$ cat src/rtl/fpu_mul_scheduler_pkg.sv
// Shared FPU definitions: word width, field helpers and scheduler state encodings.
package fpu_mul_scheduler_pkg;

  localparam int FP_W     = 32;
  localparam int EXP_W    = 8;
  localparam int MAN_W    = 23;
  localparam int EXP_BIAS = 127;

  localparam logic [FP_W-1:0] FP_QNAN = 32'h7FC0_0000;

  typedef enum logic [1:0] {
    ST_IDLE = 2'd0,
    ST_CALC = 2'd1,
    ST_DONE = 2'd2
  } state_e;

  function automatic logic fp_sign(input logic [FP_W-1:0] x);
    return x[FP_W-1];
  endfunction

  function automatic logic [EXP_W-1:0] fp_exp(input logic [FP_W-1:0] x);
    return x[FP_W-2:MAN_W];
  endfunction

  function automatic logic [MAN_W-1:0] fp_man(input logic [FP_W-1:0] x);
    return x[MAN_W-1:0];
  endfunction

endpackage

$ cat src/rtl/fpu_mul_scheduler_multiplier.sv
// Combinational IEEE-754 single multiply: round-to-nearest-even, subnormals flushed to zero.
module multiplier
  import fpu_mul_scheduler_pkg::*;
(
  input  logic [FP_W-1:0] a,
  input  logic [FP_W-1:0] b,
  output logic [FP_W-1:0] p
);

  logic                     sign;
  logic [EXP_W-1:0]         ea, eb;
  logic [MAN_W:0]           ma, mb;
  logic [2*MAN_W+1:0]       prod;
  logic [MAN_W-1:0]         man;
  logic [MAN_W:0]           man_r;
  logic                     guard, sticky;
  logic signed [EXP_W+1:0]  exp_s;
  logic                     a_nan, b_nan, a_inf, b_inf, a_zero, b_zero;

  always_comb begin
    sign   = fp_sign(a) ^ fp_sign(b);
    ea     = fp_exp(a);
    eb     = fp_exp(b);
    ma     = {1'b1, fp_man(a)};
    mb     = {1'b1, fp_man(b)};
    a_nan  = (ea == '1) && (fp_man(a) != '0);
    b_nan  = (eb == '1) && (fp_man(b) != '0);
    a_inf  = (ea == '1) && (fp_man(a) == '0);
    b_inf  = (eb == '1) && (fp_man(b) == '0);
    a_zero = (ea == '0);
    b_zero = (eb == '0);
    prod   = {{(MAN_W+1){1'b0}}, ma} * {{(MAN_W+1){1'b0}}, mb};
    exp_s  = $signed({2'b00, ea}) + $signed({2'b00, eb}) - (EXP_W+2)'(EXP_BIAS);
    // Product of two [1,2) mantissas lies in [1,4); renormalise when it reaches 2.
    if (prod[2*MAN_W+1]) begin
      man    = prod[2*MAN_W:MAN_W+1];
      guard  = prod[MAN_W];
      sticky = |prod[MAN_W-1:0];
      exp_s  = exp_s + 10'sd1;
    end else begin
      man    = prod[2*MAN_W-1:MAN_W];
      guard  = prod[MAN_W-1];
      sticky = |prod[MAN_W-2:0];
    end
    man_r = {1'b0, man} + {{MAN_W{1'b0}}, guard & (sticky | man[0])};
    if (man_r[MAN_W]) exp_s = exp_s + 10'sd1;
    p = {sign, exp_s[EXP_W-1:0], man_r[MAN_W-1:0]};
    if (a_nan || b_nan || (a_inf && b_zero) || (b_inf && a_zero)) p = FP_QNAN;
    else if (a_inf || b_inf)        p = {sign, {EXP_W{1'b1}}, {MAN_W{1'b0}}};
    else if (a_zero || b_zero)      p = {sign, {(FP_W-1){1'b0}}};
    else if (exp_s >= 10'sd255)     p = {sign, {EXP_W{1'b1}}, {MAN_W{1'b0}}};
    else if (exp_s <= 10'sd0)       p = {sign, {(FP_W-1){1'b0}}};
  end

endmodule

$ cat src/rtl/fpu_mul_scheduler_rr_arbiter.sv
// Combinational round-robin arbiter: the search starts one past ptr and wraps.
module rr_arbiter #(
  parameter int NREQ = 4,
  parameter int IDW  = 2
) (
  input  logic [NREQ-1:0] req,
  input  logic [IDW-1:0]  ptr,
  output logic [NREQ-1:0] gnt,
  output logic [IDW-1:0]  gnt_id
);

  logic [IDW-1:0] cand;

  // Walk from the farthest candidate to the nearest so the nearest one wins.
  always_comb begin
    gnt    = '0;
    gnt_id = '0;
    cand   = '0;
    for (int k = NREQ; k >= 1; k--) begin
      cand = IDW'((int'(ptr) + k) % NREQ);
      if (req[cand]) begin
        gnt       = '0;
        gnt[cand] = 1'b1;
        gnt_id    = cand;
      end
    end
  end

endmodule

$ cat src/rtl/fpu_mul_scheduler.sv
// Shares one FP multiplier among NREQ requesters with round-robin grants, one op in flight.
//   state   | meaning
//   ST_IDLE | granting: winner's operands and id are latched on handshake
//   ST_CALC | multiplier evaluates op_a/op_b, product captured into result
//   ST_DONE | response presented until consumed or flushed
module fpu_mul_scheduler
  import fpu_mul_scheduler_pkg::*;
#(
  parameter int NREQ = 4,
  parameter int IDW  = 2
) (
  input  logic                 clk,
  input  logic                 rst_n,
  input  logic [NREQ-1:0]      req_valid,
  input  logic [NREQ*FP_W-1:0] req_a,
  input  logic [NREQ*FP_W-1:0] req_b,
  output logic [NREQ-1:0]      req_ready,
  input  logic                 flush,
  output logic                 rsp_valid,
  input  logic                 rsp_ready,
  output logic [IDW-1:0]       rsp_id,
  output logic [FP_W-1:0]      rsp_result,
  output logic                 busy
);

  state_e          state_q, state_d;
  logic [IDW-1:0]  rr_ptr_q, rr_ptr_d;
  logic [IDW-1:0]  id_q, id_d;
  logic [FP_W-1:0] op_a_q, op_a_d, op_b_q, op_b_d;
  logic [FP_W-1:0] result_q, result_d;
  logic [FP_W-1:0] mul_p;
  logic [NREQ-1:0] gnt;
  logic [IDW-1:0]  gnt_id;

  rr_arbiter #(.NREQ(NREQ), .IDW(IDW)) u_arb (
    .req    (req_valid),
    .ptr    (rr_ptr_q),
    .gnt    (gnt),
    .gnt_id (gnt_id)
  );

  multiplier u_mul (
    .a (op_a_q),
    .b (op_b_q),
    .p (mul_p)
  );

  // Grants are masked during reset as well, so every output reads zero while rst_n is low.
  assign req_ready  = (rst_n && state_q == ST_IDLE && !flush) ? gnt : '0;
  assign rsp_valid  = (state_q == ST_DONE);
  assign busy       = (state_q != ST_IDLE);
  assign rsp_id     = id_q;
  assign rsp_result = result_q;

  always_comb begin
    state_d  = state_q;
    rr_ptr_d = rr_ptr_q;
    id_d     = id_q;
    op_a_d   = op_a_q;
    op_b_d   = op_b_q;
    result_d = result_q;
    unique case (state_q)
      ST_IDLE: begin
        if (|req_ready) begin
          op_a_d   = req_a[int'(gnt_id)*FP_W +: FP_W];
          op_b_d   = req_b[int'(gnt_id)*FP_W +: FP_W];
          id_d     = gnt_id;
          rr_ptr_d = gnt_id;
          state_d  = ST_CALC;
        end
      end
      ST_CALC: begin
        if (flush) begin
          state_d = ST_IDLE;
        end else begin
          result_d = mul_p;
          state_d  = ST_DONE;
        end
      end
      ST_DONE: begin
        if (flush || rsp_ready) state_d = ST_IDLE;
      end
      default: state_d = ST_IDLE;
    endcase
  end

  always_ff @(posedge clk or negedge rst_n) begin
    if (!rst_n) begin
      state_q  <= ST_IDLE;
      rr_ptr_q <= IDW'(NREQ-1);
      id_q     <= '0;
      op_a_q   <= '0;
      op_b_q   <= '0;
      result_q <= '0;
    end else begin
      state_q  <= state_d;
      rr_ptr_q <= rr_ptr_d;
      id_q     <= id_d;
      op_a_q   <= op_a_d;
      op_b_q   <= op_b_d;
      result_q <= result_d;
    end
  end

endmodule

$ cat config.mk
export PLATFORM = sky130hd
export DESIGN_NAME = fpu_mul_scheduler
export DESIGN_NICKNAME = d
export VERILOG_FILES = /design/src/rtl/fpu_mul_scheduler_pkg.sv /design/src/rtl/fpu_mul_scheduler_multiplier.sv /design/src/rtl/fpu_mul_scheduler_rr_arbiter.sv /design/src/rtl/fpu_mul_scheduler.sv
export SDC_FILE = /design/constraint.sdc
export NUM_CORES = 2
export LEC_CHECK = 0
export CORE_MARGIN = 3
export CORE_UTILIZATION = 50
export DETAILED_ROUTE_END_ITERATION = 8
export GPL_TIMING_DRIVEN = 1
export PLACE_DENSITY = 0.8
export SYNTH_ARGS = -nofsm -noshare
export SYNTH_HDL_FRONTEND = slang
export SYNTH_SLANG_ARGS = --single-unit
$ cat constraint.sdc
create_clock -name clk -period 9.5 [get_ports clk]
set_input_delay 1.9 -clock clk [delete_from_list [all_inputs] [get_ports clk]]
set_output_delay 1.9 -clock clk [all_outputs]
set_load 0.01 [all_outputs]
==> flow_results.org <==
** Run status
- Run status :: completed

** Synthesis
- Simple-gate area share of the yosys netlist :: 0.229
- Measured against the total synthesized area, the mux share comes to 0.0111.
- A synthesized cell averages 8.02 µm².
- The synthesized design contains 0 enable-type register cells.
- Post-synthesis cell count :: 3527
- Number of synthesized register bits :: 102
- Dominant synthesized flop cell :: sky130_fd_sc_hd__dfrtp_1
- Of the total synthesized cell area, the portion taken by XOR and XNOR cells is 0.0299.
- Largest family of logic cells by synthesized area :: adder cells
- Of all flip-flops after synthesis, the portion carrying an async set or reset was 1.00.
- Sequential-to-total area share from yosys stat :: 0.0903
- Counting every net in the synthesized netlist gives 4466.
- Synthesized-area fraction occupied by adder cells :: 0.427
- The compound-gate portion of the synthesized area was 0.104.
- In this run, distinct cell masters in the synthesized netlist total 101.
- The mapped netlist covers 28300 µm².
- During synthesis, Yosys emitted a total of 0 warnings.

** Cells and area
- Leaving out filler cells and counting taps, the final layout contains 4561.
- Number of antenna repair diodes :: 0
- Share of final-layout standard cells stronger than drive strength 1 :: 0.0782
- Relative to the synthesized area, the layout overhead comes to 17.5%.
- Filler Cells Inserted :: 4838
- Final layout net count :: 4748
- The multi-input combinational cells in the finished layout cover a total of 22800 µm².
- Registers take 2600 µm².
- Leaving out fill and tap cells, the most frequent cell in the layout is sky130_fd_sc_hd__nand2_1.
- For this run, the share of the core covered by cells in the final layout is 0.599.
- In the layout the commonest cells are 746 x sky130_fd_sc_hd__nand2_1, 600 x sky130_fd_sc_hd__inv_1, 483 x sky130_fd_sc_hd__fa_1.

** Worst setup path
- The startpoint identified for the worst register-to-register timing path is op_b_q[5].
- The slowest stage of the critical path is the sky130_fd_sc_hd__or4_1 cell.
- STA classifies the critical path endpoint as a register.
- Tracing the worst setup path back leads to its startpoint at op_b_q[5].
- At the worst endpoint, the required time is 9.74 ns.
- Number of buffers and inverters on the critical path :: 6
- STA classifies the critical path startpoint as a register.
- In this design, the stage delay of the slowest critical-path cell is 0.70 ns.
- Of all nets on the critical path, the largest fanout is 12.
- Cell with the most instances on the worst path :: sky130_fd_sc_hd__fa_1
- Family with the most delay on the worst path :: adder cells
- By startpoint and endpoint, the worst setup path is classified as reg -> reg.
- Data arrives at the worst endpoint at 9.46 ns.

** CTS
- Clock Sinks :: 102
- The tree is rooted in a sky130_fd_sc_hd__clkbuf_16.
- Number of H-tree levels :: 3
- Largest buffer count on any clock path :: 2
- TritonCTS buffer count :: 9
- Clock transition at the register clock pins on the worst setup and hold paths after CTS :: 0.08 ns
- CTS tree :: yes
- Clock insertion delay at the later pin of the skew report :: 0.39 ns
- Buffers inserted to repair hold after CTS numbered 0.

** Min path
- The tightest min-delay check is of the reg -> reg type.
- The worst hold path begins at rsp_result[31].

** Place
- During placement, the flow inserted port buffers numbering 303.
- Placed cells :: 4528
- At the end of routability-driven placement, the weighted congestion stood at 0.988.
- After legalization and detailed placement, the total HPWL measured 73.1 mm.

** Drt
- Summing over every cut layer, the via total after detailed routing is 25600.
- Residual DRC :: 0
- Final wirelength :: 88.9 mm
- The first routing iteration left 2075 violations.
- Dividing the detail-routed wire length by the instance count gives 19.5 µm.
- First-pass detailed-route iteration total :: 5
- After detailed routing, the number of vias per cell comes to 5.61.
- In this run the remaining antenna-violating nets after routing total 0.

** STA
- The clock arrives with 0.0178 ns of skew.
- Worst relative slew slack :: 0.206
- Setup violations remaining at the end of the flow were counted as 0.
- The final count of hold timing violations is 0.
- For the final routed database, the setup TNS stands at 0 ns.
- Post-route clock period utilization :: 0.971
- Pins Over Slew Limit :: 0
- For this run, the top clock speed supported by timing is 108 MHz.
- Worst hold-check slack :: 0.475 ns
- For the pin with the worst max-slew slack, the measured transition is 1.19 ns.
- For the finished layout, the period the worst path requires is 9.22 ns.

** GRT
- Across every metal layer, demand over resource in global routing totals 0.303.
- After global routing the overflow that remains totals 0.
- The first global-routing pass estimated 142 mm of wire.
- Largest net degree at the start of global routing :: 84
- The via count of the first global-routing pass came to 26700.
- Number of antenna violations at the first check in global routing :: 1

** Floorplan
- Area of the die :: 59500 µm²
- Placement Rows :: 86
- From left edge to right edge, the die measures 244 µm.
- Core region area :: 55500 µm²
- For this configuration, the core starts out at a cell density of 0.510.
- The floorplan step set the die height to 244 µm.
- 304 I/O pins were placed.

** Run
- The tool flagged a number of max-cap violations equal to 0.
==> flip-flops by register name, indices dropped and copies added (netlist names) <==
| signal | cells |
|---|---|
| state_q | 2 |
| op_b_q | 32 |
| rsp_id | 2 |
| rr_ptr_q | 2 |
| rsp_result | 32 |
| op_a_q | 32 |
==> synth_stat cells, types with 11 or more instances <==
cell type	instances	area share
sky130_fd_sc_hd__nand2_1	746	0.099
sky130_fd_sc_hd__inv_1	602	0.080
sky130_fd_sc_hd__fa_1	483	0.34
sky130_fd_sc_hd__and2_1	252	0.056
sky130_fd_sc_hd__ha_1	192	0.085
sky130_fd_sc_hd__o21ai_0	162	0.029
sky130_fd_sc_hd__clkbuf_1	160	0.021
sky130_fd_sc_hd__nor2_1	122	0.016
sky130_fd_sc_hd__dfrtp_1	100	0.088
sky130_fd_sc_hd__nand3_1	98	0.017
sky130_fd_sc_hd__a21oi_1	79	0.014
sky130_fd_sc_hd__xnor2_1	60	0.019
sky130_fd_sc_hd__nand4_1	35	0.0077
sky130_fd_sc_hd__xor2_1	31	0.0096
sky130_fd_sc_hd__nor3_1	29	0.0051
sky130_fd_sc_hd__o211ai_1	28	0.0074
sky130_fd_sc_hd__nor4_1	25	0.0055
sky130_fd_sc_hd__a21o_1	24	0.0064
sky130_fd_sc_hd__and3_1	18	0.0040
sky130_fd_sc_hd__mux2i_1	18	0.0064
sky130_fd_sc_hd__buf_2	16	0.0028
sky130_fd_sc_hd__a31oi_1	15	0.0033
sky130_fd_sc_hd__o41ai_2	15	0.0086
sky130_fd_sc_hd__buf_1	14	0.0019
sky130_fd_sc_hd__o21a_1	11	0.0029
==> timing repair <==
| item | CTS | global route |
|---|---|---|
| pin swaps | 1 | 7 |
| cloned | 1 | 1 |
| setup endpoints to repair | 23 | 23 |
| gates resized for setup | 6 | 49 |
| setup buffers | 0 | 16 |
==> final cells by class <==
type                       count  share of cell area
tap                          748              0.0282
multi-input combinational   2622               0.686
sequential                   102              0.0781
clock inverter                 5             0.00105
timing repair buffer         467               0.131
inverter                     607              0.0688
clock buffer                  10             0.00689
==> final timing paths <==
kind / cells past startpoint / endpoint / slack (ns)
hold reg to reg: 2 / rsp_result[31] / 0.48
setup reg to reg: 27 / rsp_result[8] / 0.28
min in group asynchronous: 1 / rsp_result[2] / 1.60
setup / recovery: 27 / rsp_result[8] / 0.28
max in group asynchronous: 2 / op_b_q[17] / 6.71
hold / removal: 2 / rsp_result[31] / 0.48
==> routing by layer <==
layer | GRT usage | wire length, µm
met4 | 0.163 | 5650
met5 | 0 | 13
met2 | 0.514 | 42800
met3 | 0.0452 | 6850
met1 | 0.374 | 33600
==> through the flow <==
step,setup WS [ns],instance area (µm²)
after floorplan,0.0201,28300
after global placement,0.0237,32700
after detailed placement,-0.108,32700
after CTS,0.00651,33000
after global routing,-0.0338,33200
final,0.276,33200
==> cell families after synthesis <==
family,count (synthesis)
AOI/OAI and AO/OA,437
buffers and inverters,805
DFF,102
and+or+nand+nor,1386
muxes,28
xor gates and xnor gates,94
adders and majority gates,675
==> worst min-delay path, cell delays in order, from the launching register on <==
cell                      delay [ns]
sky130_fd_sc_hd__dfrtp_1        0.34
sky130_fd_sc_hd__nand2_1        0.05
sky130_fd_sc_hd__o31ai_1        0.05
Power is left out: the tool's default activity adds up to more than one toggle a clock period on the data nets, which glitch-free logic cannot reach.
